$ cat src/rtl/alu_pkg.sv
// Shared ALU control codes and execute-stage FSM encoding.
// Used by the ALU-control decoder and the alu_exec_unit datapath.
package alu_pkg;

    typedef logic [2:0] alu_code_t;

    localparam alu_code_t ALU_AND = 3'b000;
    localparam alu_code_t ALU_OR  = 3'b001;
    localparam alu_code_t ALU_ADD = 3'b010;
    localparam alu_code_t ALU_SUB = 3'b100;
    localparam alu_code_t ALU_SLT = 3'b110;
    localparam alu_code_t ALU_MUL = 3'b101;

    localparam logic [0:0] ST_IDLE = 1'b0;
    localparam logic [0:0] ST_MUL  = 1'b1;

endpackage

$ cat src/rtl/mul_seq_core.sv
// Shift-add multiplier iteration engine: one partial-product step per load/step edge.
// Build option MUL_EARLY_EXIT_EN ends the sequence once the remaining multiplier bits are zero.
module mul_seq_core
    import alu_pkg::*;
#(
    parameter int WIDTH = 32
) (
    input  logic             clk,
    input  logic             rst_n,
    input  logic             load,
    input  logic             step,
    input  logic [WIDTH-1:0] a,
    input  logic [WIDTH-1:0] b,
    output logic             last,
    output logic [WIDTH-1:0] product
);

    localparam int CW = (WIDTH > 1) ? $clog2(WIDTH) : 1;
    localparam logic [CW-1:0] CNT_LAST = CW'(WIDTH - 1);

    logic [WIDTH-1:0] mcand, mplier, acc;
    logic [CW-1:0]    cnt;
    logic [WIDTH-1:0] cur_mcand, cur_mplier, cur_acc, acc_next;
    logic [CW-1:0]    cur_cnt;

    // The load edge already performs the first iteration on the live operands,
    // so a one-iteration multiply completes without ever entering the MUL state.
    always_comb begin
        cur_mcand  = load ? a  : mcand;
        cur_mplier = load ? b  : mplier;
        cur_acc    = load ? '0 : acc;
        cur_cnt    = load ? '0 : cnt;
        acc_next   = cur_mplier[0] ? (cur_acc + cur_mcand) : cur_acc;
`ifdef MUL_EARLY_EXIT_EN
        last       = (cur_cnt == CNT_LAST) || ((cur_mplier >> 1) == '0);
`else
        last       = (cur_cnt == CNT_LAST);
`endif
    end

    assign product = acc_next;

    always_ff @(posedge clk or negedge rst_n) begin
        if (!rst_n) begin
            mcand  <= '0;
            mplier <= '0;
            acc    <= '0;
            cnt    <= '0;
        end else if (load || step) begin
            mcand  <= cur_mcand << 1;
            mplier <= cur_mplier >> 1;
            acc    <= acc_next;
            cnt    <= cur_cnt + CW'(1);
        end
    end

endmodule

$ cat src/rtl/alu_exec_unit.sv
// Registered execute stage: single-cycle AND/OR/ADD/SUB/SLT plus sequential MUL.
// Optional MUL_EARLY_EXIT_EN shortens multiplies to the multiplier's significant bits.
//
// state   | meaning
// --------+--------------------------------------------------------------
// ST_IDLE | accepting start; single-cycle ops complete from here
// ST_MUL  | shift-add multiply iterating; start ignored, busy high
module alu_exec_unit
    import alu_pkg::*;
#(
    parameter int WIDTH = 32
) (
    input  logic             clk,
    input  logic             rst_n,
    input  logic             start,
    input  logic [2:0]       alu_control,
    input  logic [WIDTH-1:0] src_a,
    input  logic [WIDTH-1:0] src_b,
    output logic [WIDTH-1:0] result,
    output logic             zero,
    output logic             done,
    output logic             busy,
    output logic             illegal
);

    logic [0:0]       state;
    logic             mul_load, mul_step, mul_last;
    logic [WIDTH-1:0] mul_product;
    logic [WIDTH-1:0] op_result;
    logic             op_illegal;

    assign mul_load = (state == ST_IDLE) && start && (alu_control == ALU_MUL);
    assign mul_step = (state == ST_MUL);
    assign busy     = (state == ST_MUL);

    mul_seq_core #(.WIDTH(WIDTH)) u_mul (
        .clk     (clk),
        .rst_n   (rst_n),
        .load    (mul_load),
        .step    (mul_step),
        .a       (src_a),
        .b       (src_b),
        .last    (mul_last),
        .product (mul_product)
    );

    always_comb begin
        op_result  = '0;
        op_illegal = 1'b0;
        case (alu_control)
            ALU_AND: op_result = src_a & src_b;
            ALU_OR:  op_result = src_a | src_b;
            ALU_ADD: op_result = src_a + src_b;
            ALU_SUB: op_result = src_a - src_b;
            ALU_SLT: op_result = {{(WIDTH-1){1'b0}}, ($signed(src_a) < $signed(src_b))};
            ALU_MUL: op_result = mul_product;
            default: op_illegal = 1'b1;
        endcase
    end

    always_ff @(posedge clk or negedge rst_n) begin
        if (!rst_n) begin
            state   <= ST_IDLE;
            result  <= '0;
            zero    <= 1'b1;
            done    <= 1'b0;
            illegal <= 1'b0;
        end else begin
            done <= 1'b0;
            case (state)
                ST_IDLE: begin
                    if (start) begin
                        if (mul_load && !mul_last) begin
                            state <= ST_MUL;
                        end else begin
                            result  <= op_result;
                            zero    <= (op_result == '0);
                            illegal <= op_illegal;
                            done    <= 1'b1;
                        end
                    end
                end
                default: begin
                    if (mul_last) begin
                        result  <= mul_product;
                        zero    <= (mul_product == '0);
                        illegal <= 1'b0;
                        done    <= 1'b1;
                        state   <= ST_IDLE;
                    end
                end
            endcase
        end
    end

endmodule

$ cat config.mk
export PLATFORM = sky130hd
export DESIGN_NAME = alu_exec_unit
export DESIGN_NICKNAME = d
export VERILOG_FILES = /design/src/rtl/alu_pkg.sv /design/src/rtl/mul_seq_core.sv /design/src/rtl/alu_exec_unit.sv
export SDC_FILE = /design/constraint.sdc
export NUM_CORES = 1
export LEC_CHECK = 0
export ABC_AREA = 1
export BUFFER_PORTS_ARGS = -buffer_cell sky130_fd_sc_hd__clkbuf_2
export CORE_ASPECT_RATIO = 1.25
export CORE_MARGIN = 2
export CORE_UTILIZATION = 37
export DETAILED_ROUTE_END_ITERATION = 12
export PLACE_DENSITY = 0.56
export SYNTH_ARGS = -nofsm -noshare
export SYNTH_HDL_FRONTEND = slang
export SYNTH_SLANG_ARGS = --single-unit
$ cat constraint.sdc
create_clock -name clk -period 4.8 [get_ports clk]
set_input_delay 0 -clock clk [delete_from_list [all_inputs] [get_ports clk]]
set_output_delay 0 -clock clk [all_outputs]
set_load 0.02 [all_outputs]
==> reports/results.md, run 1 <==
Synth
* post-synth design cell area: 0.0144 mm2
* synth warn: 0
* most common flop cell mapped by yosys: sky130_fd_sc_hd__dfrtp_1
* dominant cell type by area after synthesis: sky130_fd_sc_hd__dfrtp_1
* number of synthesized register bits: 135
* number of distinct library cells after synthesis: 62
* number of enable-type register cells in the synthesized netlist: 0
* proportion of netlist area held by the largest area contributor: 23.3%
* Async SR Flop Fraction: 100%
* synthesized instance count: 2,318
* cell types with the largest area share after synthesis: sky130_fd_sc_hd__dfrtp_1 (23%), sky130_fd_sc_hd__nand2_1 (16%), sky130_fd_sc_hd__ha_1 (11%)
* mean instance size in the synthesized netlist: 6.21 um2
* nets in the synthesized netlist: 2,518
* post-synthesis sequential area ratio: 23.5%

Final layout
* highest-count cells in the layout ignoring fill and taps: sky130_fd_sc_hd__nand2_1 (608), sky130_fd_sc_hd__inv_1 (312), sky130_fd_sc_hd__nor2_1 (262)
* fillers: 4,211
* number of nets in the final layout: 2,622
* most common cell after layout, fill and taps aside: sky130_fd_sc_hd__nand2_1
* fraction of final layout cells sized beyond drive strength 1: 9.69%
* post-synthesis to final-layout area growth: 14.0%

Hold path
* WHS Path Cells: 3
* WHS Endpoint: u_mul.mcand[11]
* hold path startpoint: src_a[10]
* Tightest Hold Check Type: in2reg

Clocking
* CTS tree: done
* clock buffers created by TritonCTS: 17
* maximum level of the CTS H-tree: 4
* PostCTS Resize Cnt: 0
* Clock Root Buffer: sky130_fd_sc_hd__clkbuf_16
* clock latency on the worst-skew pair: 460 ps
* clock-pin transition on the worst setup and hold timing paths: 70 ps
* number of buffers inserted to repair setup after CTS: 0
* hold-fix buffers at CTS: 39
* clk sink count: 135
* Max Root-Sink Buffers: 2

Die
* width of the die: 180 um
* core area: 0.0382 mm2
* I/O pins: 106
* initial core utilization: 37.7%
* Total Die Area: 0.0405 mm2
* number of core rows: 80
* Die H: 225 um

STA
* fin crit period: 4190 ps
* WHS: 28.2 ps
* final worst-path cycle share: 87.3%
* max-slew headroom at the worst pin: 40.5%
* worst slew pin tran: 892 ps
* setup repair after global routing missed its margin: no
* clock skew after layout: 8.01 ps
* fin. max-slew vios: 0
* final hold violations: 0
* final-report setup violation count: 0
* post-route worst setup slack: 609 ps
* achievable clock frequency: 0.239 GHz
* setup_tns: 0 ps

Place
* final estimated routing congestion in global placement: 0.957
* Detail Placement HPWL: 45,300 um
* count of buffers inserted at the top-level ports: 105
* DP Worst Slack: 796 ps

Detailed routing
* residual DRC count: 0
* number of antenna-violating nets in the routed design: 0
* number of search-and-repair iterations in the first detailed-routing pass: 5
* detailed-route wire length: 57,400 um
* WL met1: 25,200 um
* Highest Signal Layer: met4
* metal3 WL: 2180 um
* length of routed met2 wiring: 28,200 um
* Routed WL per cell: 19.6 um
* DRC marker count from the first detailed-route iteration: 1,232
* vias per cell: 5.38
* via count: 15,700

GRT
* combined global-route utilization of all metal layers: 28.0%
* number of antenna violations at the first check in global routing: 1
* leftover overflow at the end of global routing: 0
* vias in the first global route: 15,400
* global-route wire length before repair: 87,500 um
* maximum number of pins on one net before global-route repair: 82

Setup path
* r2r endpoint: result[31]
* required arrival time at the worst endpoint: 5130 ps
* reg-to-reg slack, setup: 730 ps
* Critical Path AT: 4520 ps
* type of the worst setup path: in2reg
* critical path launch point type: input pin
* Setup crit end kind: flip-flop
* largest driver fanout on the critical path: 42
* origin of the critical flop-to-flop path: busy
* Worst Reg-to-Reg Cells: 20

Run status
* outcome: completed

Job
* max-cap check violation count: 0

Pwr
* power density cells: 506 mW/mm2
* total leakage power: 8.39 nW
* Max VDD drop: 274 uV

-- where the power goes --
group | internal [mW] | total, mW | switching, mW
clock network | 0.887 | 1.48 | 0.596
logic | 1.50 | 4.91 | 3.41
registers | 1.61 | 1.91 | 0.304
total | 3.99 | 8.31 | 4.31
-- cell usage after synthesis, types with 5 or more instances --
master                       n
sky130_fd_sc_hd__a31oi_1    12
sky130_fd_sc_hd__buf_2       8
sky130_fd_sc_hd__nor2_1    263
sky130_fd_sc_hd__nand2_1   608
sky130_fd_sc_hd__buf_1       7
sky130_fd_sc_hd__xor2_1     11
sky130_fd_sc_hd__o21bai_1   10
sky130_fd_sc_hd__nor3_1     26
sky130_fd_sc_hd__a21oi_1   158
sky130_fd_sc_hd__o211ai_1   34
sky130_fd_sc_hd__nand3_1   135
sky130_fd_sc_hd__ha_1      127
sky130_fd_sc_hd__nand3b_1   13
sky130_fd_sc_hd__a21oi_2     5
sky130_fd_sc_hd__or2_2       9
sky130_fd_sc_hd__o21a_1      8
sky130_fd_sc_hd__clkbuf_1   58
sky130_fd_sc_hd__inv_2       7
sky130_fd_sc_hd__o21ai_1     5
sky130_fd_sc_hd__o21ai_0   230
sky130_fd_sc_hd__nand2_2    17
sky130_fd_sc_hd__inv_1     313
sky130_fd_sc_hd__nand4_1    30
sky130_fd_sc_hd__nand3_4     6
sky130_fd_sc_hd__nor2_2      5
sky130_fd_sc_hd__dfrtp_1   134
sky130_fd_sc_hd__o22ai_1     9
sky130_fd_sc_hd__nand3_2    15
-- worst max-delay path, cell delays in order --
cell and delay (ps):
sky130_fd_sc_hd__dlygate4sd3_1 530, sky130_fd_sc_hd__clkbuf_2 150, sky130_fd_sc_hd__inv_2 80, sky130_fd_sc_hd__nand3_2 290, sky130_fd_sc_hd__nor2_8 480, sky130_fd_sc_hd__buf_12 260
sky130_fd_sc_hd__nand2_1 80, sky130_fd_sc_hd__o21ai_0 120, sky130_fd_sc_hd__ha_1 390, sky130_fd_sc_hd__a21oi_1 340, sky130_fd_sc_hd__o21ai_0 160, sky130_fd_sc_hd__a21oi_1 320
sky130_fd_sc_hd__o221a_2 310, sky130_fd_sc_hd__nand3_1 80, sky130_fd_sc_hd__nand2_1 70, sky130_fd_sc_hd__nor2_1 50, sky130_fd_sc_hd__nor2_2 160, sky130_fd_sc_hd__inv_2 70
sky130_fd_sc_hd__a21oi_2 160, sky130_fd_sc_hd__nor2_1 60, sky130_fd_sc_hd__a21oi_1 210, sky130_fd_sc_hd__o21ai_0 110
-- cells by family after synthesis --
logic type	count (synthesis)	share of synthesized area, %
multiplexers	1	0.0695
XOR/XNOR	14	0.851
adder cells (fa/ha/maj)	130	11.5
AO/OA/AOI/OAI	494	18.9
flip-flops	135	23.5
AND/OR/NAND/NOR	1140	34.4
buffers and inverters	403	10.9
other	1	0.0260
-- how the worst max path moves through the flow --
| stage | slack, ps | endpoint | start |
|---|---|---|---|
| 2_1_floorplan | 910 | zero | busy |
| 3_5_place_dp | 800 | result[31] | alu_control[1] |
| 4_1_cts | 710 | result[31] | alu_control[1] |
| 3_3_place_gp | 850 | result[31] | alu_control[1] |
| 5_1_grt | 360 | result[31] | alu_control[1] |
| 6_report | 610 | result[31] | alu_control[1] |
-- sequential cells by signal, indices dropped and copies added (netlist names) --
| register | cells |
|---|---|
| u_mul.cnt | 5 |
| u_mul.mplier | 31 |
| u_mul.acc | 32 |
| u_mul.mcand | 31 |
| zero | 1 |
| busy | 1 |
| result | 32 |
| done | 1 |
| illegal | 1 |
-- routing by layer --
metal	track usage, %	up-vias
met5	0	-
met1	35.7	7469
met3	2.02	91
met4	11.1	0
li1	-	7751
met2	49.2	431
-- per-stage QoR --
step	cells	total power [mW]	util, %	area [um2]
final	2928	8.31	42.9	16400
after global routing	2928	8.99	42.9	16400
after CTS	2927	8.30	42.9	16400
after detailed placement	2856	6.76	40.3	15400
after global placement	2856	6.74	40.3	15400
after floorplan	2318	5.24	-	14400
-- layout make-up --
class / count / area, um2 / area share [%]
tap: 492 / 616 / 3.75
sequential: 135 / 3380 / 20.6
timing repair buffer: 164 / 1100 / 6.68
inverter: 324 / 1220 / 7.42
clock buffer: 21 / 450 / 2.74
multi-input combinational: 1780 / 9480 / 57.7
antenna: 1 / 2.50 / 0.0152
clock inverter: 11 / 174 / 1.06
Power figures use the tool's default switching activity.
==> run 2, diff against run 1 <==
BUFFER_PORTS_ARGS = unset   (was -buffer_cell sky130_fd_sc_hd__clkbuf_2)
DONT_BUFFER_PORTS = 1   (was unset)
PLACE_DENSITY = 0.54   (was 0.56)
REMOVE_ABC_BUFFERS = 1   (was unset)
==> run 2 against run 1 <==
Against the previous run: combinational power fell by 4.5%; register-to-register slack got worse by 240 ps; power fell by 1.0%; global-route usage rose by 0.68 points; clock power barely moved; utilization fell by 0.58 points; first-iteration DRC count rose by 12%; non-clock buffer count fell by 73.
==> reports/results.md, run 2 (synthesis results as in run 1) <==
Die
* I/O pins: 106, unchanged
* width of the die: 180 um, unchanged
* Die H: 225 um, unchanged
* number of core rows: 80, unchanged
* initial core utilization: 37.7%, unchanged
* core area: 0.0382 mm2, unchanged
* Total Die Area: 0.0405 mm2, unchanged

GRT
* number of antenna violations at the first check in global routing: 1, unchanged
* global-route wire length before repair: 89,000 um, +1.7%
* leftover overflow at the end of global routing: 0, unchanged
* vias in the first global route: 15,200, -1.1%
* maximum number of pins on one net before global-route repair: 136, +66%
* combined global-route utilization of all metal layers: 28.7%, +0.68 points

Clocking
* clk sink count: 135, unchanged
* clock-pin transition on the worst setup and hold timing paths: 70 ps, about the same
* maximum level of the CTS H-tree: 4, unchanged
* CTS tree: done
* PostCTS Resize Cnt: 0, unchanged
* Max Root-Sink Buffers: 2, unchanged
* Clock Root Buffer: sky130_fd_sc_hd__clkbuf_16
* clock buffers created by TritonCTS: 17, unchanged
* clock latency on the worst-skew pair: 470 ps, about the same

Setup path
* Setup crit end kind: flip-flop
* critical path launch point type: flip-flop
* Critical Path AT: 4730 ps, +210 ps
* required arrival time at the worst endpoint: 5210 ps, +80 ps
* largest driver fanout on the critical path: 21, -50%
* reg-to-reg slack, setup: 490 ps, -240 ps
* type of the worst setup path: reg2reg

STA
* fin. max-slew vios: 0, unchanged
* setup repair after global routing missed its margin: no
* post-route worst setup slack: 488 ps, -122 ps
* final hold violations: 0, unchanged
* WHS: 26.6 ps, -1.55 ps
* max-slew headroom at the worst pin: 22.2%, -18 points
* setup_tns: 0 ps, unchanged
* final worst-path cycle share: 89.8%, +2.5 points
* clock skew after layout: 14.3 ps, +6.33 ps
* achievable clock frequency: 0.232 GHz, -2.8%
* final-report setup violation count: 0, unchanged
* worst slew pin tran: 1170 ps, +274 ps
* fin crit period: 4310 ps, +122 ps

Detailed routing
* vias per cell: 5.45, +1.4%
* number of search-and-repair iterations in the first detailed-routing pass: 6, +1
* number of antenna-violating nets in the routed design: 0, unchanged
* residual DRC count: 0, unchanged
* DRC marker count from the first detailed-route iteration: 1,376, +12%
* via count: 15,600, -1.2%
* Routed WL per cell: 20.5 um, +4.4%
* detailed-route wire length: 58,400 um, +1.8%

Pwr
* Clock Power Share: 17.6%, -0.2 points
* total leakage power: 8.07 nW, -3.8%
* sequential power share: 25.4%, +2.4 points
* combinational share of power: 57.0%, -2.2 points
* Max VDD drop: 306 uV, +12%
* internal portion of total power: 3.87 mW, -3.0%
* power density cells: 508 mW/mm2, +0.33%
* switching power share of the total: 52.9%, +0.96 points
* total chip power: 8.22 mW, -1.0%
* Switching Power: 4.35 mW, +0.79%

Place
* standard cell area after detailed placement: 0.0148 mm2, -3.7%
* final estimated routing congestion in global placement: 0.972, +1.6%
* DP Worst Slack: 524 ps, -272 ps
* Detail Placement HPWL: 45,300 um, about the same
* count of buffers inserted at the top-level ports: 0, -100%

Run status
* outcome: completed

Final layout
* fraction of final layout cells sized beyond drive strength 1: 5.55%, -4.1 points
* number of nets in the final layout: 2,549, -2.8%
* post-synthesis to final-layout area growth: 12.4%
* most common cell after layout, fill and taps aside: sky130_fd_sc_hd__nand2_1
* fillers: 4,202, -0.21%
* biggest registers after layout: result (32), u_mul.acc (32)
* total non-filler cell area in the finished layout: 0.0162 mm2, -1.4%
* # diodes: 0, -1
* highest-count cells in the layout ignoring fill and taps: sky130_fd_sc_hd__nand2_1 (608), sky130_fd_sc_hd__inv_1 (312), sky130_fd_sc_hd__nor2_1 (262)

Job
* max-cap check violation count: 0, unchanged

Hold path
* Tightest Hold Check Type: in2reg

## run 2: cell count changes in the layout (fill, tap and decap cells not counted), moves of 2 or more
cell and change:
sky130_fd_sc_hd__clkbuf_1 -2, sky130_fd_sc_hd__dlygate4sd3_1 +34, sky130_fd_sc_hd__clkbuf_2 -104, sky130_fd_sc_hd__clkinvlp_4 +3, sky130_fd_sc_hd__clkinv_4 -2, sky130_fd_sc_hd__buf_4 -2
## run 2: path summary, 6_finish.rpt
kind / startpoint / end / cells after the start
worst max-delay path: busy / zero / 24
worst min-delay path: start / u_mul.mcand[11] / 4
worst max register to register: busy / zero / 24
worst min register to register: u_mul.mcand[9] / u_mul.mcand[9] / 2
max in group asynchronous: rst_n / u_mul.mplier[24] / 2
min in group asynchronous: rst_n / u_mul.mplier[10] / 2
## run 2: what timing repair did
| item | CTS | global route |
|---|---|---|
| hold endpoints to repair | 197 | 0 |
| setup endpoints to repair | 0 | 0 |
| hold buffers | 74 | 0 |
| setup buffers | 0 | 0 |
## run 2: worst max-delay path: stages (launching register included)
cell                       delay [ps]
sky130_fd_sc_hd__dfrtp_2          550
sky130_fd_sc_hd__nor2_1           180
sky130_fd_sc_hd__nand3_2          320
sky130_fd_sc_hd__buf_4            380
sky130_fd_sc_hd__nand2_1           90
sky130_fd_sc_hd__o21ai_0          120
sky130_fd_sc_hd__ha_1             390
sky130_fd_sc_hd__nand2_1           90
sky130_fd_sc_hd__inv_1             80
sky130_fd_sc_hd__nand4_1          260
sky130_fd_sc_hd__clkinv_1         140
sky130_fd_sc_hd__nand3_2          110
sky130_fd_sc_hd__nand2_1          200
sky130_fd_sc_hd__nand2_1           80
sky130_fd_sc_hd__nand3_1           90
sky130_fd_sc_hd__nand2_1          130
sky130_fd_sc_hd__nand2_1           90
sky130_fd_sc_hd__nand2_1          110
sky130_fd_sc_hd__nor2_1           150
sky130_fd_sc_hd__nand2_1          100
sky130_fd_sc_hd__nor2_1           220
sky130_fd_sc_hd__nand2_1          100
sky130_fd_sc_hd__nor2_1            90
sky130_fd_sc_hd__nand2_1           70
sky130_fd_sc_hd__a21oi_2          110
## run 2: layer usage
layer / GRT usage (%) / vias to the layer above / share of wire (%)
met2: 48.9 / 478 / 48
met5: 0 / - / 0
met4: 12.4 / 0 / 4.0
met3: 3.82 / 109 / 5.6
met1: 36.3 / 7364 / 43
li1: - / 7606 / -
## run 2: final cells by class
class	count	area, um2	area share (%)
clock buffers	18	429	2.65
well taps	492	616	3.80
flip-flops and latches	135	3380	20.9
repair buffers	91	898	5.55
inverters	324	1220	7.53
multi-input cells	1780	9480	58.5
clock inverters	14	174	1.07
## run 2: metrics by stage
step	std cells	util, %
2_1_floorplan	2239	-
3_3_place_gp	2748	38.8
3_5_place_dp	2748	38.8
4_1_cts	2854	42.3
5_1_grt	2854	42.3
6_report	2854	42.3
## run 2: power by group through the flow
stage	Combinational (mW)	Sequential, mW	Clock (mW)
floorplan	3.13	2.03	0
global placement	4.47	2.09	0
global route	5.24	2.13	1.51
detailed placement	4.49	2.10	0
CTS	4.64	2.08	1.46
finish	4.69	2.09	1.45
